$ cat src/rtl/fetch_pkg.sv
// Shared types and constants for the fetch PC generator and its branch target buffer.
package fetch_pkg;

  typedef enum logic [1:0] {
    BOOT = 2'd0,
    RUN  = 2'd1,
    HALT = 2'd2
  } fetch_state_e;

  // Instruction progMem substitutes while a flush is asserted (addi x0,x0,0).
  localparam logic [31:0] NOP_INSN = 32'h0000_0013;

  // Byte distance between consecutive sequential fetches.
  localparam int PC_STEP = 4;

  // One BTB line; tag and target hold only in-range address bits, the rest stay zero.
  typedef struct packed {
    logic        valid;
    logic [31:0] tag;
    logic [31:0] target;
  } btb_entry_t;

endpackage

$ cat src/rtl/fetch_btb.sv
// Direct-mapped branch target buffer: combinational lookup on the fetch PC,
// write on the clock edge after bt_update. A write and a lookup of the same
// index in the same cycle return the entry as it was before the write.
module fetch_btb
  import fetch_pkg::*;
#(
  parameter int MEM_BYTES   = 256,
  parameter int BTB_ENTRIES = 4
) (
  input  logic        Clock,
  input  logic        nReset,
  input  logic [31:0] pc,
  output logic        hit,
  output logic [31:0] hit_target,
  input  logic        bt_update,
  input  logic [31:0] bt_pc,
  input  logic [31:0] bt_target
);

  localparam int          IW        = $clog2(BTB_ENTRIES);
  localparam logic [31:0] ADDR_MASK = 32'(MEM_BYTES - 1);

  btb_entry_t    btb_q [BTB_ENTRIES];
  btb_entry_t    wr_entry;
  logic [IW-1:0] rd_idx;
  logic [IW-1:0] wr_idx;
  logic [31:0]   rd_tag;

  assign rd_idx = pc[2 +: IW];
  assign wr_idx = bt_pc[2 +: IW];
  assign rd_tag = (pc & ADDR_MASK) >> (2 + IW);

  // Look up the current fetch PC and assemble the line a pending update would write.
  always_comb begin
    hit             = btb_q[rd_idx].valid && (btb_q[rd_idx].tag == rd_tag);
    hit_target      = btb_q[rd_idx].target;
    wr_entry.valid  = 1'b1;
    wr_entry.tag    = (bt_pc & ADDR_MASK) >> (2 + IW);
    wr_entry.target = bt_target & ADDR_MASK;
  end

  // Clear every line on reset; otherwise install the resolved taken branch.
  always_ff @(posedge Clock or negedge nReset) begin
    if (!nReset) begin
      for (int i = 0; i < BTB_ENTRIES; i++) begin
        btb_q[i] <= '0;
      end
    end else if (bt_update) begin
      btb_q[wr_idx] <= wr_entry;
    end
  end

endmodule

$ cat src/rtl/fetch_pc_gen.sv
// Fetch PC generator: owns the architectural fetch PC, picks the next PC
// (redirect > hold > BTB hit > PC+4), flushes progMem and tracks the PC,
// validity and prediction of the instruction progMem is presenting.
// Define FETCH_BTB_EN to build in the branch target buffer.
module fetch_pc_gen
  import fetch_pkg::*;
#(
  parameter logic [31:0] RESET_VECTOR = 32'h0000_0000,
  parameter int          MEM_BYTES    = 256,
  parameter int          BTB_ENTRIES  = 4
) (
  input  logic        Clock,
  input  logic        nReset,
  input  logic        hold,
  input  logic        redirect,
  input  logic [31:0] redirect_target,
  input  logic        bt_update,
  input  logic [31:0] bt_pc,
  input  logic [31:0] bt_target,
  output logic [31:0] PC,
  output logic        flush_fetch,
  output logic [31:0] PC_ID,
  output logic        valid_ID,
  output logic        pred_taken_ID,
  output logic        misalign_trap,
  output logic [31:0] trap_pc
);

  localparam logic [31:0] ADDR_MASK = 32'(MEM_BYTES - 1);

  fetch_state_e state;
  fetch_state_e state_next;
  logic [31:0]  pc_q;
  logic [31:0]  pc_next;
  logic [31:0]  pc_id_q;
  logic         pc_id_load;
  logic         valid_q;
  logic         valid_next;
  logic         pred_q;
  logic         pred_next;
  logic         trap_q;
  logic         trap_next;
  logic [31:0]  trap_pc_q;
  logic         btb_hit;
  logic [31:0]  btb_target;

`ifdef FETCH_BTB_EN
  fetch_btb #(
    .MEM_BYTES  (MEM_BYTES),
    .BTB_ENTRIES(BTB_ENTRIES)
  ) u_btb (
    .Clock     (Clock),
    .nReset    (nReset),
    .pc        (pc_q),
    .hit       (btb_hit),
    .hit_target(btb_target),
    .bt_update (bt_update),
    .bt_pc     (bt_pc),
    .bt_target (bt_target)
  );
`else
  logic unused_bt;
  assign unused_bt  = ^{bt_update, bt_pc, bt_target};
  assign btb_hit    = 1'b0;
  assign btb_target = '0;
`endif

  // Next state, next PC and the qualifiers of the instruction fetched this cycle.
  always_comb begin
    state_next = state;
    pc_next    = pc_q;
    pc_id_load = 1'b0;
    valid_next = 1'b0;
    pred_next  = 1'b0;
    trap_next  = 1'b0;
    case (state)
      BOOT, RUN: begin
        state_next = RUN;
        if (redirect) begin
          pc_id_load = 1'b1;
          if (redirect_target[1:0] != 2'b00) begin
            trap_next  = 1'b1;
            state_next = HALT;
          end else begin
            pc_next = redirect_target & ADDR_MASK;
          end
        end else if (!hold) begin
          pc_id_load = 1'b1;
          valid_next = 1'b1;
          if (btb_hit) begin
            pc_next   = btb_target & ADDR_MASK;
            pred_next = 1'b1;
          end else begin
            pc_next = (pc_q + 32'(PC_STEP)) & ADDR_MASK;
          end
        end
      end
      HALT: state_next = HALT;
      default: state_next = HALT;
    endcase
  end

  // FSM state register.
  always_ff @(posedge Clock or negedge nReset) begin
    if (!nReset) begin
      state <= BOOT;
    end else begin
      state <= state_next;
    end
  end

  // Fetch PC, ID-stage tracking and trap capture registers.
  always_ff @(posedge Clock or negedge nReset) begin
    if (!nReset) begin
      pc_q      <= RESET_VECTOR & ADDR_MASK;
      pc_id_q   <= RESET_VECTOR & ADDR_MASK;
      valid_q   <= 1'b0;
      pred_q    <= 1'b0;
      trap_q    <= 1'b0;
      trap_pc_q <= '0;
    end else begin
      pc_q    <= pc_next;
      valid_q <= valid_next;
      pred_q  <= pred_next;
      trap_q  <= trap_next;
      if (pc_id_load) begin
        pc_id_q <= pc_q;
      end
      if (trap_next) begin
        trap_pc_q <= redirect_target;
      end
    end
  end

  assign flush_fetch   = redirect | (state == HALT);
  assign PC            = pc_q;
  assign PC_ID         = pc_id_q;
  assign valid_ID      = valid_q;
  assign pred_taken_ID = pred_q;
  assign misalign_trap = trap_q;
  assign trap_pc       = trap_pc_q;

endmodule

$ cat config.mk
export PLATFORM = sky130hd
export DESIGN_NAME = fetch_pc_gen
export DESIGN_NICKNAME = d
export VERILOG_FILES = /design/src/rtl/fetch_pkg.sv /design/src/rtl/fetch_btb.sv /design/src/rtl/fetch_pc_gen.sv
export SDC_FILE = /design/constraint.sdc
export NUM_CORES = 1
export LEC_CHECK = 0
export BUFFER_PORTS_ARGS = -buffer_cell sky130_fd_sc_hd__buf_4
export CAP_MARGIN = 20
export CORE_ASPECT_RATIO = 1.25
export CORE_MARGIN = 5
export CORE_UTILIZATION = 30
export CTS_BUF_LIST = sky130_fd_sc_hd__clkbuf_4
export CTS_CLUSTER_SIZE = 20
export DETAILED_ROUTE_END_ITERATION = 16
export GPL_ROUTABILITY_DRIVEN = 1
export PLACE_DENSITY = 0.62
export SETUP_SLACK_MARGIN = 0.15
export SYNTH_ARGS = -nofsm -noshare
export SYNTH_HDL_FRONTEND = slang
export SYNTH_SLANG_ARGS = --single-unit
$ cat constraint.sdc
create_clock -name Clock -period 1.5 [get_ports Clock]
set_clock_uncertainty 0.2 [all_clocks]
set_input_delay 0.3 -clock Clock [delete_from_list [all_inputs] [get_ports Clock]]
set_output_delay 0.3 -clock Clock [all_outputs]
set_load 0.02 [all_outputs]
==> summary.md <==
| Metric | Value |
|---|---|
| Total power | `3.971 mW` |
| Seq cells post-synth | `52` |
| Sequential area share after synthesis | `49.98%` |
| Post-synth ARST share | `100.0%` |
| Die H | `114.2 µm` |
| Vias in the first global route | `2,205` |
| Worst Hold Depth | `3` |
| Final ANT Viol Nets | `0` |
| Hold_sp | `redirect` |
| H-Tree Depth | `2` |
| Failing checks | `setup timing` |
| Grt total ovfl | `0` |
| Setup crit end kind | `flip-flop` |
| First-pass GRT wire length | `10,990 µm` |
| WHS Endpoint | `state[1]` |
| Final nets | `484` |
| Vias | `1,979` |
| Clock tree root buffer cell | `clkbuf_4` |
| Mapped Cells | `194` |
| WHS | `0.05983 ns` |
| Final WL | `6937 µm` |
| Worst reg2reg setup slack | `-0.15 ns` |
| Initial Utilization | `30.26%` |
| Reg2Reg Capture Point | `trap_pc[9]` |
| Post-DP HPWL | `4083 µm` |
| Mapped Area | `2604 µm²` |
| Die Wd | `93.33 µm` |
| Pwr Density | `884.1 nW/µm²` |
| Antenna cells | `0` |
| Clock transition at path regs | `0.16 ns` |
| Vias per cell | `3.934` |
| Iter 0 DRT Violations | `25` |
| Total CTS buffers | `5` |
| Gpl congestion | `0.7308` |
| Pin count of the biggest net entering global routing | `38` |
| Core area | `8606 µm²` |
| Top-count cell post-synth | `dfrtp_1` |
| Status | `finished, violations left` |
| Worst r2r src | `state[1]` |
| Commonest cells in the netlist | `dfrtp_1 (52), buf_4 (49), mux2_4 (29), mux2_2 (9)` |
| Layout Cell Area excl Fill | `4492 µm²` |
| CTS tree | `done` |
| Final worst setup slack | `-0.1491 ns` |
| Final Hold Viols | `0` |
| Initial antenna violation count | `0` |
| Post-synth EDFFs | `0` |
| Final setup viols | `47` |
| Area of the die | `10,650 µm²` |
| Avg Cell Area, Syn | `13.42 µm²` |
| RSZ-0062 raised after global routing | `true` |
| R2r worst-path depth | `5` |
| HP Class | `in2reg` |
| I/O pins | `201` |
| Clock tree buffer depth | `2` |
| Max_cap viols | `0` |
| Synth unique cells | `31` |
| Top-area cell type share of the netlist area | `49.98%` |
| # port buffers | `86` |
| Arr. time, crit path | `1.72 ns` |
| Tmin final | `1.649 ns` |
| P_leak | `2.278 nW` |
| Row count | `38` |
| Final worst path period share | `109.9%` |
| Critical path type | `reg2reg` |
| CP startpoint | `state[1]` |
| Data required, critical path | `1.57 ns` |
| Drt drc | `0` |
| Max Fclk | `606.4 MHz` |
| Warnings, synthesis | `0` |
| Worst-skew pair later-pin latency | `0.37 ns` |
| Maximum vdd drop | `0.0003331 V` |
| Critical path launch point type | `flip-flop` |
| GRT Total Usage | `12.90%` |
| Fin. max-slew vios | `0` |
| Placed Area | `3314 µm²` |
| Avg WL per Cell | `13.79 µm` |
| Synth Flop Type | `dfrtp_1` |
| Area growth from synthesis to layout | `72.51%` |
| DRT Pass-1 Iters | `4` |
| CTS Sinks | `52` |
| Synth area leader | `dfrtp_1` |
| Most area-consuming cells after synthesis | `dfrtp_1 (50%), mux2_4 (17%), buf_4 (14%)` |
| Layout cells sized above 1 | `58.75%` |
| Crit Path Max Fanout | `8` |
layout make-up:
| cell class | instances | area [µm²] |
|---|---|---|
| fillers | 735 | 4114 |
| repair buffers | 188 | 1817 |
| flip-flops and latches | 52 | 1305 |
| multi-input cells | 131 | 1119 |
| well taps | 120 | 150.1 |
| clock buffers | 6 | 45.04 |
| clock inverters | 2 | 38.79 |
| inverters | 4 | 17.52 |
how the worst max path moves through the flow:
stage                             end  slack, ns  depth (start not counted)
after global routing            PC[5]      -0.20                          5
after CTS                 flush_fetch      -0.16                          3
after detailed placement  trap_pc[31]      -0.20                          5
after floorplan           trap_pc[10]      -0.06                          6
final                      trap_pc[9]      -0.15                          5
after global placement    trap_pc[20]      -0.19                          5
worst max-delay path: stages, from the launching register on:
cell	delay, ns
dfrtp_2	0.48
inv_2	0.07
and3_4	0.25
buf_12	0.12
buf_16	0.13
mux2_4	0.30
routing by layer:
metal	wire length [µm]	global-route usage, %	part of all wire [%]
met5	0	0	0
met3	524	2.696	7.6
met4	33	2.053	0.48
met2	3560	23.23	51
met1	2819	16.06	41
cells by family (layout without fill, tap and decap cells):
logic type,Yosys count,after routing,share of synthesized area (%)
muxes,41,41,21.77
AOI/OAI and AO/OA,17,17,4.422
xor gates and xnor gates,1,1,0.3364
adders and majority gates,1,1,0.4805
DFF,52,52,49.98
buffers and inverters,59,200,17.83
and+or+nand+nor,22,22,5.046
other,1,49,0.1440
state kept, by name, summed over array words and instances (netlist names):
register,flops
valid_ID,1
misalign_trap,1
PC,8
trap_pc,32
PC_ID,8
state,2
cell usage in the layout, fill, tap and decap left out, types with 3 or more instances in the layout:
| cell type | netlist | final |
|---|---|---|
| a21oi_1 | 4 | 3 |
| buf_12 | 3 | 5 |
| buf_4 | 49 | 90 |
| buf_6 | 1 | 60 |
| clkbuf_4 | 0 | 6 |
| conb_1 | 1 | 49 |
| dfrtp_1 | 52 | 49 |
| dfrtp_2 | 0 | 3 |
| dlygate4sd3_1 | 0 | 31 |
| mux2_4 | 29 | 38 |
| mux2i_1 | 3 | 3 |
| nand2_1 | 6 | 4 |
| o21ai_1 | 0 | 4 |
power by group:
part           switching [mW]  internal [mW]  leakage [nW]
clock network           0.465          0.377        0.0463
registers               0.125           1.57         0.665
logic                   0.606          0.832          1.57
total                    1.20           2.78          2.28
metrics by stage:
| step | instances | TNS [ns] | setup slack [ns] | utilization (%) |
|---|---|---|---|---|
| after floorplan | 242 | -1.660 | -0.05679 | - |
| after global placement | 408 | -5.966 | -0.1853 | 38.51 |
| after detailed placement | 408 | -6.534 | -0.1981 | 38.51 |
| after CTS | 479 | -5.681 | -0.1589 | 49.46 |
| after global routing | 503 | -7.123 | -0.2018 | 52.20 |
| final | 503 | -5.236 | -0.1491 | 52.20 |
repair_timing:
item,4_1_cts,5_1_grt
endpoints found under the hold margin,83,0
buffers inserted,30,24
pin swaps,5,10
gates resized for setup,69,19
endpoints found under the setup margin,99,99
hold buffers,31,0
gates cloned,2,0
Note: power is estimated with default switching activity, not from simulation.
